<file path="config.mk">
export PLATFORM = sky130hd
export DESIGN_NAME = dds_sweep_ctrl_flat
export DESIGN_NICKNAME = d
export VERILOG_FILES = /design/src/rtl/dds_sweep_ctrl_if.sv /design/src/rtl/dds_sweep_ctrl.sv /design/src/flat_wrapper.sv
export SDC_FILE = /design/constraint.sdc
export NUM_CORES = 1
export LEC_CHECK = 0
export CAP_MARGIN = 10
export CORE_MARGIN = 2
export CORE_UTILIZATION = 40
export DETAILED_ROUTE_END_ITERATION = 8
export PLACE_DENSITY = 0.72
export SYNTH_ARGS = -nofsm -noshare
export SYNTH_HDL_FRONTEND = slang
export SYNTH_SLANG_ARGS = --single-unit
</file>
<file path="constraint.sdc">
create_clock -name CLK_125M -period 16 [get_ports CLK_125M]
set_input_delay 2.4 -clock CLK_125M [delete_from_list [all_inputs] [get_ports CLK_125M]]
set_output_delay 2.4 -clock CLK_125M [all_outputs]
set_load 0.01 [all_outputs]
</file>
<file path="src/rtl/dds_sweep_ctrl_if.sv">
// Control/status bundle between the key/config logic and the DDS sweep sequencer.
// DDS_SWEEP_PHASE_STEP_EN adds the p_step phase-increment field.
interface dds_sweep_ctrl_if #(
    parameter int FW_W    = 32,
    parameter int PW_W    = 12,
    parameter int DWELL_W = 24
);
    logic               start;
    logic               stop_req;
    logic [1:0]         mode;
    logic [FW_W-1:0]    f_start;
    logic [FW_W-1:0]    f_stop;
    logic [FW_W-1:0]    f_step;
    logic [DWELL_W-1:0] dwell;
    logic [PW_W-1:0]    p_offset;
`ifdef DDS_SWEEP_PHASE_STEP_EN
    logic [PW_W-1:0]    p_step;
`endif
    logic [FW_W-1:0]    Fword_out;
    logic [PW_W-1:0]    Pword_out;
    logic               dds_rst_n;
    logic               upd;
    logic               busy;
    logic               sweep_done;

    modport master (
`ifdef DDS_SWEEP_PHASE_STEP_EN
        output p_step,
`endif
        output start, stop_req, mode,
        output f_start, f_stop, f_step,
        output dwell, p_offset,
        input  Fword_out, Pword_out,
        input  dds_rst_n, upd,
        input  busy, sweep_done
    );

    modport slave (
`ifdef DDS_SWEEP_PHASE_STEP_EN
        input  p_step,
`endif
        input  start, stop_req, mode,
        input  f_start, f_stop, f_step,
        input  dwell, p_offset,
        output Fword_out, Pword_out,
        output dds_rst_n, upd,
        output busy, sweep_done
    );
endinterface

</file>
<file path="src/rtl/dds_sweep_ctrl.sv">
// Frequency-sweep sequencer for one DDS channel (Fword/Pword/Reset_n driver).
// Optional DDS_SWEEP_PHASE_STEP_EN: Pword_out advances by p_step per word update.
module dds_sweep_ctrl #(
    parameter int FW_W    = 32,
    parameter int PW_W    = 12,
    parameter int DWELL_W = 24
) (
    input  logic            CLK_125M,
    input  logic            Reset_n,
    dds_sweep_ctrl_if.slave sw
);
    localparam logic [1:0] IDLE  = 2'd0;
    localparam logic [1:0] LOAD  = 2'd1;
    localparam logic [1:0] DWELL = 2'd2;

    logic [1:0]         state;
    logic               dir_up;
    logic [1:0]         mode_q;
    logic [FW_W-1:0]    fs_q;
    logic [FW_W-1:0]    fe_q;
    logic [FW_W-1:0]    st_q;
    logic [DWELL_W-1:0] d_q;
    logic [DWELL_W-1:0] cnt;
    logic [PW_W-1:0]    po_q;
    logic               degen_q;
`ifdef DDS_SWEEP_PHASE_STEP_EN
    logic [PW_W-1:0]    ps_q;
`endif

    logic [FW_W-1:0]    fw_q;
    logic [PW_W-1:0]    pw_q;
    logic               rstn_q;
    logic               upd_q;
    logic               busy_q;
    logic               done_q;

    logic [FW_W:0]      sum;
    logic [FW_W:0]      diff;
    logic [FW_W-1:0]    nxt_up;
    logic [FW_W-1:0]    nxt_dn;
    logic [FW_W-1:0]    nword;
    logic               adv;
    logic               fin;
    logic               dir_nx;
    logic               rep;

    assign sw.Fword_out  = fw_q;
    assign sw.Pword_out  = pw_q;
    assign sw.dds_rst_n  = rstn_q;
    assign sw.upd        = upd_q;
    assign sw.busy       = busy_q;
    assign sw.sweep_done = done_q;

    assign rep = (mode_q == 2'd1) || (mode_q == 2'd2);

    // One extra bit so a step past the top or below zero is caught, never wrapped
    always_comb begin
        sum    = {1'b0, fw_q} + {1'b0, st_q};
        diff   = {1'b0, fw_q} - {1'b0, st_q};
        nxt_up = (sum >= {1'b0, fe_q}) ? fe_q : sum[FW_W-1:0];
        nxt_dn = (diff[FW_W] || (diff[FW_W-1:0] <= fs_q))
               ? fs_q : diff[FW_W-1:0];
    end

    always_comb begin
        adv    = 1'b0;
        fin    = 1'b0;
        dir_nx = dir_up;
        nword  = fw_q;
        if (degen_q) begin
            fin = !rep;
        end else if (dir_up) begin
            if (fw_q != fe_q) begin
                adv   = 1'b1;
                nword = nxt_up;
            end else if (mode_q == 2'd1) begin
                adv   = 1'b1;
                nword = fs_q;
            end else if (mode_q == 2'd2) begin
                adv    = 1'b1;
                dir_nx = 1'b0;
                nword  = nxt_dn;
            end else begin
                fin = 1'b1;
            end
        end else begin
            adv = 1'b1;
            if (fw_q == fs_q) begin
                dir_nx = 1'b1;
                nword  = nxt_up;
            end else begin
                nword = nxt_dn;
            end
        end
    end

    always_ff @(posedge CLK_125M or negedge Reset_n) begin
        if (!Reset_n) begin
            state   <= IDLE;
            dir_up  <= 1'b1;
            mode_q  <= '0;
            fs_q    <= '0;
            fe_q    <= '0;
            st_q    <= '0;
            d_q     <= '0;
            cnt     <= '0;
            po_q    <= '0;
            degen_q <= 1'b0;
`ifdef DDS_SWEEP_PHASE_STEP_EN
            ps_q    <= '0;
`endif
            fw_q    <= '0;
            pw_q    <= '0;
            rstn_q  <= 1'b1;
            upd_q   <= 1'b0;
            busy_q  <= 1'b0;
            done_q  <= 1'b0;
        end else begin
            upd_q  <= 1'b0;
            rstn_q <= 1'b1;
            done_q <= 1'b0;
            case (state)
                IDLE: begin
                    if (sw.start && !sw.stop_req) begin
                        mode_q  <= sw.mode;
                        fs_q    <= sw.f_start;
                        fe_q    <= sw.f_stop;
                        st_q    <= sw.f_step;
                        d_q     <= (sw.dwell == '0) ? DWELL_W'(1) : sw.dwell;
                        po_q    <= sw.p_offset;
                        degen_q <= (sw.f_step == '0) ||
                                   (sw.f_start >= sw.f_stop);
`ifdef DDS_SWEEP_PHASE_STEP_EN
                        ps_q    <= sw.p_step;
`endif
                        busy_q  <= 1'b1;
                        state   <= LOAD;
                    end
                end
                LOAD: begin
                    if (sw.stop_req) begin
                        busy_q <= 1'b0;
                        state  <= IDLE;
                    end else begin
                        fw_q   <= fs_q;
                        pw_q   <= po_q;
                        rstn_q <= 1'b0;
                        upd_q  <= 1'b1;
                        cnt    <= d_q;
                        dir_up <= 1'b1;
                        state  <= DWELL;
                    end
                end
                DWELL: begin
                    if (sw.stop_req) begin
                        busy_q <= 1'b0;
                        state  <= IDLE;
                    end else if (cnt != DWELL_W'(1)) begin
                        cnt <= cnt - DWELL_W'(1);
                    end else begin
                        cnt    <= d_q;
                        dir_up <= dir_nx;
                        if (adv) begin
                            fw_q  <= nword;
                            upd_q <= 1'b1;
`ifdef DDS_SWEEP_PHASE_STEP_EN
                            pw_q  <= pw_q + ps_q;
`endif
                        end
                        if (fin) begin
                            busy_q <= 1'b0;
                            done_q <= 1'b1;
                            state  <= IDLE;
                        end
                    end
                end
                default: state <= IDLE;
            endcase
        end
    end
endmodule

</file>
<file path="src/flat_wrapper.sv">
// flat-port wrapper written by rule: the top's interface ports become plain ports
module dds_sweep_ctrl_flat 
#(
    parameter int FW_W    = 32,
    parameter int PW_W    = 12,
    parameter int DWELL_W = 24
)
  (CLK_125M, Reset_n, sw_start, sw_stop_req, sw_mode, sw_f_start, sw_f_stop, sw_f_step, sw_dwell, sw_p_offset, sw_Fword_out, sw_Pword_out, sw_dds_rst_n, sw_upd, sw_busy, sw_sweep_done);
  dds_sweep_ctrl_if #(.FW_W(FW_W), .PW_W(PW_W), .DWELL_W(DWELL_W)) sw_i ();
  input  logic CLK_125M;
  input  logic Reset_n;
  input wire logic [$bits(sw_i.start)-1:0] sw_start;
  input wire logic [$bits(sw_i.stop_req)-1:0] sw_stop_req;
  input wire logic [$bits(sw_i.mode)-1:0] sw_mode;
  input wire logic [$bits(sw_i.f_start)-1:0] sw_f_start;
  input wire logic [$bits(sw_i.f_stop)-1:0] sw_f_stop;
  input wire logic [$bits(sw_i.f_step)-1:0] sw_f_step;
  input wire logic [$bits(sw_i.dwell)-1:0] sw_dwell;
  input wire logic [$bits(sw_i.p_offset)-1:0] sw_p_offset;
  output wire logic [$bits(sw_i.Fword_out)-1:0] sw_Fword_out;
  output wire logic [$bits(sw_i.Pword_out)-1:0] sw_Pword_out;
  output wire logic [$bits(sw_i.dds_rst_n)-1:0] sw_dds_rst_n;
  output wire logic [$bits(sw_i.upd)-1:0] sw_upd;
  output wire logic [$bits(sw_i.busy)-1:0] sw_busy;
  output wire logic [$bits(sw_i.sweep_done)-1:0] sw_sweep_done;
  assign sw_i.start = sw_start;
  assign sw_i.stop_req = sw_stop_req;
  assign sw_i.mode = sw_mode;
  assign sw_i.f_start = sw_f_start;
  assign sw_i.f_stop = sw_f_stop;
  assign sw_i.f_step = sw_f_step;
  assign sw_i.dwell = sw_dwell;
  assign sw_i.p_offset = sw_p_offset;
  assign sw_Fword_out = sw_i.Fword_out;
  assign sw_Pword_out = sw_i.Pword_out;
  assign sw_dds_rst_n = sw_i.dds_rst_n;
  assign sw_upd = sw_i.upd;
  assign sw_busy = sw_i.busy;
  assign sw_sweep_done = sw_i.sweep_done;
  dds_sweep_ctrl #(.FW_W(FW_W), .PW_W(PW_W), .DWELL_W(DWELL_W)) u_core (.CLK_125M(CLK_125M), .Reset_n(Reset_n), .sw(sw_i));
endmodule
</file>
==> run_summary.xml <==
<?xml version="1.0" encoding="UTF-8"?>
<metrics>
  <group name="clock_network">
    <metric name="root_buffer" unit="">clkbuf_16</metric>
    <metric name="postCtsSetupRepairBufs" unit="">0</metric>
    <metric name="number_of_instances_resized_during_post_cts_repair" unit="">0</metric>
    <metric name="worstSkewPairLatency" unit="ns">0.58</metric>
    <metric name="clock_sink_count" unit="">210</metric>
    <metric name="htree_num_levels" unit="">1</metric>
    <metric name="clk_transition_reported_paths" unit="ns">0.06</metric>
    <metric name="holdBufCountCts" unit="">0</metric>
    <metric name="cts_buffer_depth" unit="">3</metric>
    <metric name="cts_tree" unit="">yes</metric>
    <metric name="cts_buffers" unit="">26</metric>
  </group>
  <group name="timing">
    <metric name="finalSetupViolCount" unit="">0</metric>
    <metric name="min_period_over_period" unit="">0.419</metric>
    <metric name="timing.fmax" unit="MHz">149</metric>
    <metric name="rsz0062_at_grt" unit="">no</metric>
    <metric name="hold_viol_final" unit="">0</metric>
    <metric name="worst-slew-pin-transition" unit="ns">1.11</metric>
    <metric name="setup_tns" unit="ns">0</metric>
    <metric name="worst_hold_slack" unit="ns">0.470</metric>
    <metric name="worst_slack" unit="ns">9.29</metric>
    <metric name="slew-limit-headroom" unit="">0.262</metric>
    <metric name="min_period" unit="ns">6.71</metric>
    <metric name="finalMaxSlewViolations" unit="">0</metric>
    <metric name="clock_skew" unit="ns">0.0153</metric>
  </group>
  <group name="global_routing">
    <metric name="grt_remaining_overflow" unit="">0</metric>
    <metric name="gr-usage-all-layers" unit="">0.288</metric>
    <metric name="grt_max_degree" unit="">98</metric>
    <metric name="antenna_violations_before_repair" unit="">0</metric>
    <metric name="first_pass_grt_wire_length" unit="um">93900</metric>
    <metric name="grt_pass1_vias" unit="">15600</metric>
  </group>
  <group name="placement">
    <metric name="dp_hpwl" unit="um">47900</metric>
    <metric name="finalWeightedCongestion" unit="">1.01</metric>
    <metric name="placement.setup.worst_slack" unit="ns">9.48</metric>
    <metric name="buffer_ports.inserted" unit="">185</metric>
  </group>
  <group name="synth">
    <metric name="synth_largest_area_cell" unit="">dfrtp_1</metric>
    <metric name="synth_common_cells" unit="">nand2_1, dfrtp_1, inv_1</metric>
    <metric name="synth-warning-count" unit="">0</metric>
    <metric name="yosysMostFrequentCell" unit="">nand2_1</metric>
    <metric name="ys_dominant_reg_cell" unit="">dfrtp_1</metric>
    <metric name="synth_top_area_frac" unit="">0.317</metric>
    <metric name="synth.distinct_cells" unit="">86</metric>
    <metric name="synth-seq-cells" unit="">210</metric>
    <metric name="postSynthNetCount" unit="">2339</metric>
    <metric name="post_synth.cell_area_avg" unit="um^2">8.09</metric>
    <metric name="synth_enable_flop_cells" unit="">0</metric>
    <metric name="synth.area.top_cells" unit="">dfrtp_1, ha_1, nand2_1</metric>
    <metric name="synthesized_instance_count" unit="">2031</metric>
    <metric name="synth.cell_area" unit="mm^2">0.0164</metric>
    <metric name="seq_area_frac_synth" unit="">0.320</metric>
    <metric name="postSynth.asyncResetShare" unit="">1.00</metric>
  </group>
  <group name="floorplan">
    <metric name="initial_utilization" unit="">0.404</metric>
    <metric name="num_rows" unit="">74</metric>
    <metric name="die_w" unit="um">207</metric>
    <metric name="die_area" unit="mm^2">0.0427</metric>
    <metric name="dieHeight" unit="um">207</metric>
    <metric name="design.core.area" unit="mm^2">0.0407</metric>
    <metric name="ios" unit="">186</metric>
  </group>
  <group name="drt">
    <metric name="postRouteAntennaNets" unit="">0</metric>
    <metric name="wl_final" unit="um">61900</metric>
    <metric name="detailedRoute.firstPassIterationCount" unit="">6</metric>
    <metric name="drt_iter0_markers" unit="">1459</metric>
    <metric name="num_vias" unit="">16000</metric>
    <metric name="detail_route.vias_per_cell" unit="">5.87</metric>
    <metric name="drc_errors" unit="">0</metric>
    <metric name="detail_route.wl_per_cell" unit="um">22.8</metric>
  </group>
  <group name="critical_path">
    <metric name="worstSetupStartpointType" unit="">flop</metric>
    <metric name="crit_arrival" unit="ns">7.17</metric>
    <metric name="worst_ep_required_time" unit="ns">16.46</metric>
    <metric name="criticalPathCategory" unit="">flop to flop</metric>
    <metric name="path_max_fanout" unit="">18</metric>
    <metric name="setup.worst_path.end_class" unit="">flop</metric>
  </group>
  <group name="worst_hold_path">
    <metric name="timing.hold.worst.class" unit="">flop to flop</metric>
  </group>
  <group name="final_layout">
    <metric name="num-nets-final" unit="">2474</metric>
    <metric name="layout_cell_share_with_drive_strength_beyond_1" unit="">0.0448</metric>
    <metric name="areaGrowthSynthToFinish" unit="%">19.1</metric>
    <metric name="final.fill_count" unit="">3954</metric>
  </group>
  <group name="outcome">
    <metric name="run_status" unit="">complete, no violations</metric>
  </group>
  <group name="run">
    <metric name="maxCapViolCount" unit="">0</metric>
  </group>
</metrics>
==> state kept, by name, summed over array words and instances, names as in the netlist, 12 cells and up <==
signal / count
u_core.sw.Pword_out: 12
u_core.sw.Fword_out: 32
u_core.po_q: 12
u_core.d_q: 24
u_core.cnt: 24
u_core.fe_q: 32
u_core.fs_q: 32
u_core.st_q: 32
==> cell type report <==
type	instances	area, um^2	area share
Tap cell	532	666	0.0340
Clock inverter	14	238	0.0121
Clock buffer	34	691	0.0353
Timing Repair Buffer	201	1980	0.101
Sequential cell	210	5260	0.268
Inverter	180	676	0.0345
Antenna cell	1	2.50	0.000128
Multi-Input combinational cell	1547	10100	0.515
==> layout by cell type, fill, tap and decap left out, types with 13 or more instances in the layout <==
cell type        instances
inv_1                  180
a21o_1                  33
a211oi_1                23
nor4_1                  31
o21ai_0                178
nor3_1                  38
o31ai_1                 14
o211ai_1                17
clkbuf_16               26
a221o_1                 13
nand2b_1                17
nor2_1                 104
buf_4                   16
xnor2_1                109
nand3_1                 43
nor2b_1                 16
a22oi_1                 17
nand4_1                 48
a31oi_1                 13
ha_1                   168
clkdlybuf4s50_1        184
nand2_1                329
dfrtp_1                208
a21oi_1                129
==> final timing paths <==
path | startpoint | to | slack, ns | cells past startpoint
max in group asynchronous | Reset_n | u_core.po_q[6] | 11.80 | 3
max | u_core.sw.Fword_out[7] | u_core.sw.Fword_out[30] | 9.29 | 18
min | u_core.po_q[3] | u_core.sw.Pword_out[3] | 0.47 | 2
max reg2reg | u_core.sw.Fword_out[7] | u_core.sw.Fword_out[30] | 9.29 | 18
min in group asynchronous | Reset_n | u_core.st_q[7] | 1.83 | 1
min reg2reg | u_core.po_q[3] | u_core.sw.Pword_out[3] | 0.47 | 2
==> critical path: stages (launching register included) <==
cell	delay [ns]
dfrtp_1	0.50
ha_1	0.53
nor2b_1	0.10
a2111oi_0	0.47
a2111o_2	0.36
a211oi_4	0.13
a2111oi_1	0.70
nor3_1	0.17
or3_1	0.36
nand2_1	0.09
ha_1	0.24
a21o_1	0.15
a2111oi_0	0.60
o211ai_1	0.24
a211o_1	0.50
nor2_4	0.61
nor2_1	0.21
a221o_1	0.40
o31a_1	0.23
==> cell families (layout without fill, tap and decap cells) <==
logic type                 after synthesis  count (layout)  synth area share
buffers and inverters                  274             429            0.0677
AOI/OAI and AO/OA                      567             567             0.222
DFF                                    210             210             0.320
xor gates and xnor gates               116             116            0.0618
and+or+nand+nor                        688             688             0.194
other                                    0               1                 0
muxes                                    6               6           0.00381
adders and majority gates              170             170             0.130
==> metrics by stage <==
stage	instances	cell area [um^2]	utilization
finish	2719	19600	0.481
global route	2718	19600	0.481
CTS	2718	19600	0.481
detailed placement	2670	18700	0.458
global placement	2670	18700	0.458
floorplan	2031	16400	-
==> metal layers <==
layer | GRT usage | up-vias | share of wire
met1 | 0.381 | 7686 | 0.43
met2 | 0.466 | 701 | 0.45
met3 | 0.0553 | 142 | 0.079
met4 | 0.111 | 0 | 0.044
met5 | 0 | - | 0
li1 | - | 7431 | -
Power is left out: the tool's default activity adds up to more than one toggle a clock period on the data nets, which glitch-free logic cannot reach.
